## src/rtl/parking_pkg.sv

```systemverilog
// Shared types and segment codes for the multi-slot parking controller.
// Segment patterns are active-low, bit 6 = segment g.
package parking_pkg;

  typedef enum logic [2:0] {
    S_IDLE  = 3'd0,
    S_WAIT  = 3'd1,
    S_WRONG = 3'd2,
    S_RIGHT = 3'd3,
    S_STOP  = 3'd4,
    S_LOCK  = 3'd5
  } state_e;

  localparam logic [6:0] HEX_OFF = 7'h7F;
  localparam logic [6:0] HEX_E   = 7'b000_0110;
  localparam logic [6:0] HEX_N   = 7'b010_1011;
  localparam logic [6:0] HEX_6   = 7'b000_0010;
  localparam logic [6:0] HEX_0   = 7'b100_0000;
  localparam logic [6:0] HEX_5   = 7'b001_0010;
  localparam logic [6:0] HEX_P   = 7'b000_1100;
  localparam logic [6:0] HEX_F   = 7'b000_1110;
  localparam logic [6:0] HEX_U   = 7'b100_0001;
  localparam logic [6:0] HEX_L   = 7'b100_0111;

endpackage

```

## src/rtl/parking_controller_multi_occupancy.sv

```systemverilog
// Saturating up/down count of cars in the lot.
// Simultaneous inc and dec cancel out.
module parking_occupancy_counter #(
  parameter int CAPACITY = 8,
  parameter int CW       = $clog2(CAPACITY + 1)
) (
  input  logic          clk,
  input  logic          rst_n,
  input  logic          inc,
  input  logic          dec,
  output logic [CW-1:0] count,
  output logic          full
);

  logic [CW-1:0] count_q;
  logic [CW-1:0] count_d;

  always_comb begin
    count_d = count_q;
    if (inc && !dec && count_q != CW'(CAPACITY)) begin
      count_d = count_q + 1'b1;
    end else if (dec && !inc && count_q != '0) begin
      count_d = count_q - 1'b1;
    end
  end

  always_ff @(posedge clk or negedge rst_n) begin
    if (!rst_n) begin
      count_q <= '0;
    end else begin
      count_q <= count_d;
    end
  end

  assign count = count_q;
  assign full  = (count_q == CW'(CAPACITY));

endmodule

```

## src/rtl/parking_controller_multi.sv

```systemverilog
// Password-gated entrance with lot occupancy tracking and lockout.
// LEDs and status digits are registered from the current state.
module parking_controller_multi
  import parking_pkg::*;
#(
  parameter int CAPACITY    = 8,
  parameter int PW_WIDTH    = 2,
  parameter int PASS_1      = 1,
  parameter int PASS_2      = 2,
  parameter int WAIT_CYCLES = 5,
  parameter int MAX_TRIES   = 3,
  parameter int LOCK_CYCLES = 16
) (
  input  logic                          clk,
  input  logic                          reset_n,
  input  logic                          sensor_entrance,
  input  logic                          sensor_exit,
  input  logic [PW_WIDTH-1:0]           password_1,
  input  logic [PW_WIDTH-1:0]           password_2,
  input  logic                          pass_valid,
  input  logic                          lot_exit,
  output logic                          GREEN_LED,
  output logic                          RED_LED,
  output logic [6:0]                    HEX_1,
  output logic [6:0]                    HEX_2,
  output logic [$clog2(CAPACITY+1)-1:0] occupancy,
  output logic                          full,
  output logic                          locked
);

  localparam int OW = $clog2(CAPACITY + 1);
  localparam int WW = $clog2(WAIT_CYCLES + 1);
  localparam int LW = $clog2(LOCK_CYCLES + 1);
  localparam int TW = $clog2(MAX_TRIES + 1);

  state_e        state_q, state_d;
  logic [WW-1:0] wait_q, wait_d;
  logic [LW-1:0] lock_q, lock_d;
  logic [TW-1:0] tries_q, tries_d;
  logic          green_q, green_d;
  logic          red_q, red_d;
  logic [6:0]    hex1_q, hex1_d;
  logic [6:0]    hex2_q, hex2_d;
  logic          match;
  logic          admit;
  logic [OW-1:0] occ;

  assign match = (password_1 == PW_WIDTH'(PASS_1))
              && (password_2 == PW_WIDTH'(PASS_2));

  always_comb begin
    state_d = state_q;
    wait_d  = '0;
    lock_d  = '0;
    tries_d = tries_q;
    admit   = 1'b0;
    case (state_q)
      S_IDLE: begin
        tries_d = '0;
        if (sensor_entrance && !full) state_d = S_WAIT;
      end
      S_WAIT: begin
        if (wait_q == WW'(WAIT_CYCLES - 1)) begin
          if (match) begin
            state_d = S_RIGHT;
            tries_d = '0;
          end else begin
            tries_d = TW'(1);
            state_d = (MAX_TRIES == 1) ? S_LOCK : S_WRONG;
          end
        end else begin
          wait_d = wait_q + 1'b1;
        end
      end
      S_WRONG: begin
        if (pass_valid) begin
          if (match) begin
            state_d = S_RIGHT;
            tries_d = '0;
          end else begin
            tries_d = tries_q + 1'b1;
            if (tries_d == TW'(MAX_TRIES)) state_d = S_LOCK;
          end
        end
      end
      S_LOCK: begin
        if (lock_q == LW'(LOCK_CYCLES - 1)) begin
          state_d = S_IDLE;
          tries_d = '0;
        end else begin
          lock_d = lock_q + 1'b1;
        end
      end
      S_RIGHT: begin
        if (sensor_entrance && sensor_exit) begin
          state_d = S_STOP;
        end else if (sensor_exit) begin
          state_d = S_IDLE;
          tries_d = '0;
          admit   = 1'b1;
        end
      end
      S_STOP: begin
        if (!sensor_exit) state_d = S_WAIT;
      end
      default: begin
        state_d = S_IDLE;
        tries_d = '0;
      end
    endcase
  end

  // Indicator pattern for the state being left this cycle
  always_comb begin
    green_d = 1'b0;
    red_d   = 1'b0;
    hex1_d  = HEX_OFF;
    hex2_d  = HEX_OFF;
    case (state_q)
      S_IDLE: begin
        if (full) begin
          red_d  = 1'b1;
          hex1_d = HEX_F;
          hex2_d = HEX_U;
        end
      end
      S_WAIT: begin
        red_d  = 1'b1;
        hex1_d = HEX_E;
        hex2_d = HEX_N;
      end
      S_WRONG: begin
        red_d  = ~red_q;
        hex1_d = HEX_E;
        hex2_d = HEX_E;
      end
      S_RIGHT: begin
        green_d = ~green_q;
        hex1_d  = HEX_6;
        hex2_d  = HEX_0;
      end
      S_STOP: begin
        red_d  = ~red_q;
        hex1_d = HEX_5;
        hex2_d = HEX_P;
      end
      S_LOCK: begin
        red_d  = 1'b1;
        hex1_d = HEX_L;
        hex2_d = HEX_L;
      end
      default: ;
    endcase
  end

  always_ff @(posedge clk or negedge reset_n) begin
    if (!reset_n) begin
      state_q <= S_IDLE;
      wait_q  <= '0;
      lock_q  <= '0;
      tries_q <= '0;
      green_q <= 1'b0;
      red_q   <= 1'b0;
      hex1_q  <= HEX_OFF;
      hex2_q  <= HEX_OFF;
    end else begin
      state_q <= state_d;
      wait_q  <= wait_d;
      lock_q  <= lock_d;
      tries_q <= tries_d;
      green_q <= green_d;
      red_q   <= red_d;
      hex1_q  <= hex1_d;
      hex2_q  <= hex2_d;
    end
  end

  parking_occupancy_counter #(
    .CAPACITY(CAPACITY),
    .CW      (OW)
  ) u_occ (
    .clk  (clk),
    .rst_n(reset_n),
    .inc  (admit),
    .dec  (lot_exit),
    .count(occ),
    .full (full)
  );

  assign occupancy = occ;
  assign locked    = (state_q == S_LOCK);
  assign GREEN_LED = green_q;
  assign RED_LED   = red_q;
  assign HEX_1     = hex1_q;
  assign HEX_2     = hex2_q;

endmodule

```

## config.mk

```make
export PLATFORM = sky130hd
export DESIGN_NAME = parking_controller_multi
export DESIGN_NICKNAME = d
export VERILOG_FILES = /design/src/rtl/parking_pkg.sv /design/src/rtl/parking_controller_multi_occupancy.sv /design/src/rtl/parking_controller_multi.sv
export SDC_FILE = /design/constraint.sdc
export NUM_CORES = 1
export LEC_CHECK = 0
export ABC_CLOCK_PERIOD_IN_PS = 3700
export BUFFER_PORTS_ARGS = -buffer_cell sky130_fd_sc_hd__buf_2
export CAP_MARGIN = 40
export CORE_MARGIN = 3
export CORE_UTILIZATION = 56
export CTS_BUF_LIST = sky130_fd_sc_hd__clkbuf_4
export DETAILED_ROUTE_END_ITERATION = 10
export PLACE_DENSITY_LB_ADDON = 0.1
export SETUP_SLACK_MARGIN = 0.15
export SYNTH_ARGS = -nofsm -noshare
export SYNTH_HDL_FRONTEND = slang
export SYNTH_HIERARCHICAL = 1
export SYNTH_SLANG_ARGS = --single-unit
export TNS_END_PERCENT = 30
```

## constraint.sdc

```tcl
create_clock -name clk -period 3.7 [get_ports clk]
set_clock_uncertainty 0.15 [all_clocks]
set_input_delay 0.37 -clock clk [delete_from_list [all_inputs] [get_ports clk]]
set_output_delay 0.37 -clock clk [all_outputs]
set_load 0.005 [all_outputs]
```

# Word-level counts from Yosys, hierarchy flattened
# Cells that the tools add are included.
[op_classes]
reduce_logical = 18
n_mux = 35
eq_ne = 21
add_sub_neg = 5
n_bitwise = 3
[op_table]
columns = ["cell", "n"]
rows = [
  ["7-bit case mux with 6 select lines", 1],
  ["7-bit case mux with 5 select lines", 1],
  ["3-bit 2-to-1 mux", 11],
  ["3-bit case mux with 6 select lines", 1],
  ["2-bit 2-to-1 mux", 6],
  ["2-bit inequality test, second input constant", 6],
  ["5-bit 2-to-1 mux", 2],
  ["2-bit case mux with 5 select lines", 1],
  ["3-bit == test, second input constant", 3],
  ["4-bit 2-to-1 mux", 2],
  ["1-bit logical AND", 7],
  ["1-bit 2-to-1 mux", 7],
  ["7-bit 2-to-1 mux", 1],
  ["7-bit AND reduction", 1],
  ["3-bit by 2-bit == test with 1-bit output, second input constant", 2],
  ["6-bit 2-to-1 mux", 1],
  ["3-bit inequality test, second input constant", 2],
  ["6-bit AND reduction", 1],
  ["2-bit OR reduction", 3],
  ["5-bit by 1-bit adder with 5-bit output, second input constant", 1],
  ["5-bit by 4-bit == test with 1-bit output, second input constant", 1],
  ["4-bit by 1-bit adder with 4-bit output, second input constant", 1],
  ["2-bit == test, second input constant", 2],
  ["4-bit == test, second input constant", 1],
  ["other kinds (13)", 17],
]
[totals]
out_inout_bits = 22
word_cells = 91
reg_bits = 33
input_bits = 10

# Logic depth before layout (Yosys ltp)
# Gate-level depths: netlist of run 1.
[depth]
word_depth = 8
ltp_mapped = 9
depth_no_buf = 9

# Hierarchy
# The synthesis of run 1 kept the hierarchy.
[by_module_without_submodules]
columns = ["mod", "cells_per_inst", "seq_area_each_um2", "instances", "area_per_inst_um2"]
rows = [
  ["parking_controller_multi", 125, 664.4, 1, 1296.2],
  ["parking_occupancy_counter", 24, 100.1, 1, 291.5],
]

# Worst setup path before layout of run 1
# Ideal clock, no wire load.
[synth_timing]
path_type = "reg2reg"
start = "reg state_q[1]"
end = "reg u_occ.count_q[3], in the netlist u_occ/count[3]"
t_required_ns = 3.412
stages_incl_launch_ff = 10
period_less_slack_ns = 2.792
t_arrival_ns = 2.504
path_buffers = 0
setup_ns = 0.138
setup_slack_ns = 0.908
path_cell_list = "dfrtp_1 nor2b_1 nand2_1 nor3b_1 and2b_2 nand2b_1 ha_1 a21o_1 a21oi_1 mux4_2"
[synth_between]
elab_chain_cells = 6
elab_cells_between_ends = 9
cone_classes = "eq/ne (1); mux (2); reduce/logical (6)"
[synth_rtl]
columns = ["element", "line", "rtl"]
rows = [
  ["start: declaration", "parking_controller_multi.sv:36", "state_e state_q, state_d;"],
  ["start signal: assignment", "parking_controller_multi.sv:167", "state_q <= state_d;"],
  ["3-bit by 2-bit == test with 1-bit output (*)", "parking_controller_multi.sv:57", "case (state_q)"],
  ["1-bit 2-to-1 mux (*)", "parking_controller_multi.sv:57", ""],
  ["via admit", "parking_controller_multi.sv:45", "logic admit;"],
  ["1-bit logical NOT", "parking_controller_multi_occupancy.sv:22", "end else if (dec && !inc && count_q != '0) begin"],
  ["1-bit logical AND (2 in series)", "parking_controller_multi_occupancy.sv:22", ""],
  ["2-bit nonzero test (no line)", "-", ""],
  ["end signal: assignment", "parking_controller_multi_occupancy.sv:31", "count_q <= count_d;"],
  ["end: declaration", "parking_controller_multi_occupancy.sv:15", "logic [CW-1:0] count_q;"],
]
# The timed path passes the listed nets; every way through them passes the cells marked *.
# A chain may end at the register's enable or synchronous reset.

# Worst setup path in the final report of run 1
# Ends and elaborated chain as after synthesis.

==> results of run 1 <==
what timing repair did:
action / CTS / global route
hold buffers: 1 / 0
hold endpoints to repair: 19 / 0
resized for setup: 0 / 0
path summary, 6_finish.rpt:
path	slack, ns	startpoint	cells after the start	to
max	0.38	state_q[1]$_DFFE_PN0P_	9	u_occ/count[3]$_DFFE_PN0P_
min	0.29	GREEN_LED$_DFF_PN0_	1	GREEN_LED$_DFF_PN0_
max reg2reg	0.38	state_q[1]$_DFFE_PN0P_	9	u_occ/count[3]$_DFFE_PN0P_
min reg2reg	0.29	GREEN_LED$_DFF_PN0_	1	GREEN_LED$_DFF_PN0_
max in group asynchronous	2.53	reset_n	2	state_q[1]$_DFFE_PN0P_
min in group asynchronous	0.44	reset_n	2	wait_q[1]$_DFF_PN0_
layout by cell type, fill, tap and decap left out, types with 5 or more instances in the layout:
cell type	n
ha_1	6
nor2_1	18
xor2_1	6
a21oi_1	5
inv_1	7
dfrtp_1	19
clkbuf_4	6
nand2_1	10
o21ai_0	7
buf_2	30
dfstp_2	11
worst reg2reg max path: cells and delay by family (launching register included):
kind	cells	cell delay (ns)
flops	1	0.61
fa+ha+maj	1	0.30
compound gates	2	0.37
simple gates	5	1.26
mux	1	0.52
power by group through the flow:
| stage | clock network, uW | logic (uW) | registers (uW) |
|---|---|---|---|
| floorplan | 0 | 526 | 585 |
| global placement | 0 | 706 | 581 |
| detailed placement | 0 | 721 | 589 |
| CTS | 197 | 726 | 584 |
| global route | 209 | 808 | 602 |
| finish | 188 | 718 | 583 |
cells by family (layout without fill, tap and decap cells):
logic type               count (synthesis)  count (layout)  share of synthesized area
AO/OA/AOI/OAI                           27              27                      0.117
XOR/XNOR                                 8               8                     0.0441
adder cells (fa/ha/maj)                  7               7                     0.0599
buffers and inverters                   15              48                     0.0481
flip-flops                              30              30                      0.481
multiplexers                             6               6                     0.0504
other                                    1               1                    0.00236
AND/OR/NAND/NOR                         55              55                      0.197
state kept, by name (all words and copies together) (netlist names):
name	flops
state_q	3
HEX_2	6
lock_q	5
tries_q	2
GREEN_LED	1
u_occ/count	4
HEX_1	5
wait_q	3
RED_LED	1
through the flow:
stage               std cells  total power [uW]
finish                    212              1490
detailed placement        203              1310
CTS                       212              1510
global placement          203              1290
global route              212              1620
floorplan                 149              1110
final cells by class:
| cell class | count | area share |
|---|---|---|
| sequential | 30 | 0.423 |
| inverter | 7 | 0.0146 |
| clock inverter | 2 | 0.00554 |
| timing repair buffer | 33 | 0.0970 |
| tap | 30 | 0.0208 |
| clock buffer | 6 | 0.0249 |
| multi-input combinational | 104 | 0.414 |
per-layer routing:
| layer | routed length [um] | share of wire | up-vias |
|---|---|---|---|
| li1 | - | - | 567 |
| met1 | 1230 | 0.43 | 554 |
| met3 | 152 | 0.053 | 4 |
| met5 | 0 | 0 | - |
| met2 | 1470 | 0.51 | 25 |
| met4 | 31 | 0.011 | 0 |
==> qor.csv, run 1 <==
metric,value,unit
status,finished clean,
multi-input gate area in the final layout,747,um2
Worst-Skew Late Latency,0.33,ns
met2 Use GR,0.315,
CP Capture Type,flop,
Routed Antenna Nets,0,
"Async S/R FF share, synth",1.00,
die area,3510,um2
met1 global-route usage,0.222,
maximum vdd drop,664,uV
first-pass GRT wire length,4.82,mm
fmax,301,MHz
Pwr Density,825,nW/um2
yosys warns,6,
Fin. Hold Viols,0,
post-synthesis sequential area ratio,0.481,
Required @ worst endpoint,3.75,ns
DP Wirelength,2.14,mm
P&R area growth vs syn,13.7,%
Slew Limit Fails,0,
Die X,59.2,um
"Core Util, Final",0.697,
largest net degree at the start of global routing,31,
Buffers on Ports,30,
WL final,2.88,mm
post-place setup slack,0.405,ns
Synth top area share,0.299,
gp weighted congestion,0.800,
Max-Cap Viols,0,
Antenna Cells,0,
root buffer cell,clkbuf_4,
Post-Synthesis Cell Area,1590,um2
CTS tree,done,
Bufs and invs on worst path,0,
endpoints failing setup,0,
Worst Tran Pin Value,0.641,ns
register area,764,um2
io pins,32,
Clock Path Buffers,2,
Switch Pwr,576,uW
DR iter-0 viols,37,
post-synth top area cell,dfrtp_1,
CTS sink count,30,
Hold WC Path Type,flop to flop,
switch share,0.387,
WL/cell,13.6,um
antenna violations before repair,0,
max incr delay on CP,0.61,ns
Cell Rows,18,
Finished Cell Area,1810,um2
Min Hold Slack,0.289,ns
number of setup buffers added after CTS,0,
Final Net Count,198,
Global Route Usage Sum,0.184,
vias per cell,5.42,
Slew HR,0.573,
"count leader, synth",dfrtp_1,
Synth Net Count,166,
global routing's busiest layer,met2,
Residual DRC,0,
ys flop type,dfrtp_1,
Netlist cell types,48,
crit path time final,3.32,ns
total grt overflow,0,
via count,1150,
Sequential Power Share,0.391,
"CTS clk-pin slew, worst paths",0.09,ns
Logic pwr share,0.482,
vias in the first global route,1120,
Static Leak,0.000883,uW
final period utilization,0.899,
GR met3 Demand/Resource,0.0414,
H-tree levels,2,
"critical path, cell by cell",nor2b_1 > nand2_1 > nor3b_1 > and2b_2 > nand2b_1 > ha_1 > a21o_1 > a21oi_1 > mux4_2,
Post-synth EDFFs,0,
CP Class,flop to flop,
"flops & latches, synth",30,
Initial Util,0.613,
total CTS buffers,5,
CP Data Arrival Time,3.38,ns
Power Internal,913,uW
DR pass1 iterations,4,
critical path launch point type,flop,
share of cells above drive strength 1,0.357,
slowest cell on the critical path,dfrtp_1,
die height,59.2,um
CORE AREA,2590,um2
fillers,204,
CP max FO,15,
"top cells by area, synth","dfrtp_1 30%, dfstp_2 18%, ha_1 4.7%, nor2_1 4.3%, xor2_1 3.3%",
crit-path leading delay family,simple AND/OR/NAND/NOR gates,
post-place instance area,1740,um2
unrepaired setup endpoints after global routing,false,
cells after synthesis,149,
final worst slack,0.375,ns
Clk network pwr share,0.126,
Post-synth top cells,"19 x dfrtp_1, 18 x nor2_1, 11 x dfstp_2",
"Avg Cell Area, Syn",10.7,um2
Setup TNS Final,0,ns
No activity file was read; power rests on OpenSTA's default activity.
==> inputs of run 2 (changes only) <==
Settings changed: ABC_CLOCK_PERIOD_IN_PS 3700 to 4300, CORE_UTILIZATION 56 to 58.
Clock period 3.7 ns to 4.3 ns, I/O delays scaled along.
==> run 2 against run 1 <==
  * Worst setup slack gained 0.54 ns
  * Combinational power shrank 18%
  * Largest cell class unchanged
  * Worst hold slack lost 0.017 ns
  * Core utilization grew 0.99 points
  * Register-to-register slack gained 0.54 ns
==> qor.csv, run 2 (synthesized netlist as in run 1, its figures left out) <==
metric,value,unit,change
status,finished clean,,
maximum vdd drop,525,uV,-21%
final worst slack,0.918,ns,+0.543 ns
fillers,214,,+4.9%
Static Leak,0.000876,uW,-0.74%
via count,1143,,-0.61%
CORE AREA,2540,um2,-1.7%
die area,3400,um2,-3.1%
CTS sink count,30,,unchanged
Residual DRC,0,,unchanged
die height,58.3,um,-1.6%
post-cts gate resize count,0,,unchanged
CP Data Arrival Time,3.44,ns,+0.06 ns
largest net degree at the start of global routing,31,,unchanged
WL final,2.90,mm,+0.69%
cts hold-fix bufs,1,,unchanged
Required @ worst endpoint,4.36,ns,+0.61 ns
antenna violations before repair,0,,unchanged
max incr delay on CP,0.62,ns,about the same
multi-input gate area in the final layout,747,um2,unchanged
DR pass1 iterations,4,,unchanged
DP Wirelength,2.10,mm,-1.7%
Final Net Count,197,,-0.51%
max reg flops,6,,unchanged
post-place setup slack,0.939,ns,+0.534 ns
vias in the first global route,1070,,-4.5%
total grt overflow,0,,unchanged
Fin. Hold Viols,0,,unchanged
Max-Cap Viols,0,,unchanged
register area,764,um2,unchanged
Worst-Skew Late Latency,0.33,ns,about the same
Slew HR,0.566,,-0.00631
slowest cell on the critical path,dfrtp_1,,
Hold WC Path Type,flop to flop,,
met2 Use GR,0.289,,-0.0265
CP Capture Type,flop,,
Cell Rows,18,,unchanged
Clock Path Buffers,2,,unchanged
share of cells above drive strength 1,0.348,,-0.00908
Worst Tran Pin Value,0.651,ns,+0.00946 ns
Pwr Density,714,nW/um2,-13%
most frequent cells in the layout,"30 x buf_2, 19 x dfrtp_1, 18 x nor2_1",,
crit-path leading delay family,simple AND/OR/NAND/NOR gates,,
Buffers on Ports,30,,unchanged
total CTS buffers,5,,unchanged
Antenna Cells,0,,unchanged
"critical path, cell by cell",nor2b_1 > nand2_1 > nor3b_1 > and2b_2 > nand2b_1 > ha_1 > a21o_1 > a21oi_1 > mux4_2,,
GR met3 Demand/Resource,0.0658,,+0.0244
first-pass GRT wire length,4.77,mm,-1.0%
Setup TNS Final,0,ns,unchanged
unrepaired setup endpoints after global routing,false,,
Slew Limit Fails,0,,unchanged
final period utilization,0.786,,-0.112
fmax,296,MHz,-1.7%
number of setup buffers added after CTS,0,,unchanged
io pins,32,,unchanged
stages on the worst setup path,9,,unchanged
endpoints failing setup,0,,unchanged
crit path time final,3.38,ns,+0.0571 ns
"commonest non-fill, non-tap cell in the layout",buf_2,,
root buffer cell,clkbuf_4,,
WL/cell,13.7,um,+1.2%
H-tree levels,2,,unchanged
Initial Util,0.624,,+0.0109
vias per cell,5.42,,-0.14%
Bufs and invs on worst path,0,,unchanged
met1 global-route usage,0.244,,+0.0222
CP max FO,15,,unchanged
CTS tree,done,,
global routing's busiest layer,met2,,
DR iter-0 viols,43,,+16%
P&R area growth vs syn,13.3,%,
Routed Antenna Nets,0,,unchanged
CP Class,flop to flop,,
gp weighted congestion,0.764,,-4.4%
Die X,58.3,um,-1.6%
Global Route Usage Sum,0.188,,+0.00301
critical path launch point type,flop,,
Hold Path Stages,1,,unchanged
"CTS clk-pin slew, worst paths",0.09,ns,about the same
worst r2r path cells,9,,unchanged
[run 2: cell count changes in the layout (fill, tap and decap cells not counted)]
cell,before,now
clkinv_2,2,0
buf_4,2,1
clkinv_1,0,1
clkbuf_4,6,7
[run 2: cell type report]
class | instances | area share
Sequential cell | 30 | 0.425
Multi-Input combinational cell | 104 | 0.415
Timing Repair Buffer | 32 | 0.0932
Clock buffer | 7 | 0.0292
Tap cell | 30 | 0.0209
Inverter | 7 | 0.0146
Clock inverter | 1 | 0.00209
[run 2: through the flow]
step	util	total power, uW	area (um2)	std cells	hold WS (ns)
floorplan	-	956	1590	149	-0.0156
global placement	0.681	1100	1730	202	0.287
detailed placement	0.681	1120	1730	202	0.269
CTS	0.707	1290	1800	211	0.280
global route	0.707	1380	1800	211	0.288
finish	0.707	1280	1800	211	0.272
[run 2: path summary, 6_finish.rpt]
check,from,endpoint,slack (ns)
max,state_q[1]$_DFFE_PN0P_,u_occ/count[3]$_DFFE_PN0P_,0.92
min,GREEN_LED$_DFF_PN0_,GREEN_LED$_DFF_PN0_,0.27
max reg2reg,state_q[1]$_DFFE_PN0P_,u_occ/count[3]$_DFFE_PN0P_,0.92
min reg2reg,GREEN_LED$_DFF_PN0_,GREEN_LED$_DFF_PN0_,0.27
max in group asynchronous,reset_n,wait_q[1]$_DFF_PN0_,3.07
min in group asynchronous,reset_n,lock_q[1]$_DFF_PN0_,0.50
[run 2: metal layers]
layer / wire length (um) / part of all wire
met5: 0 / 0
met4: 48 / 0.017
met3: 188 / 0.065
met2: 1340 / 0.46
met1: 1320 / 0.46
[run 2: where the power goes]
group | total [uW] | switching (uW) | internal, uW | leakage, uW
combinational | 592 | 306 | 286 | 0.000479
clock | 168 | 92.7 | 75.3 | 0.0000338
sequential | 524 | 99.0 | 425 | 0.000363
total | 1280 | 498 | 786 | 0.000876
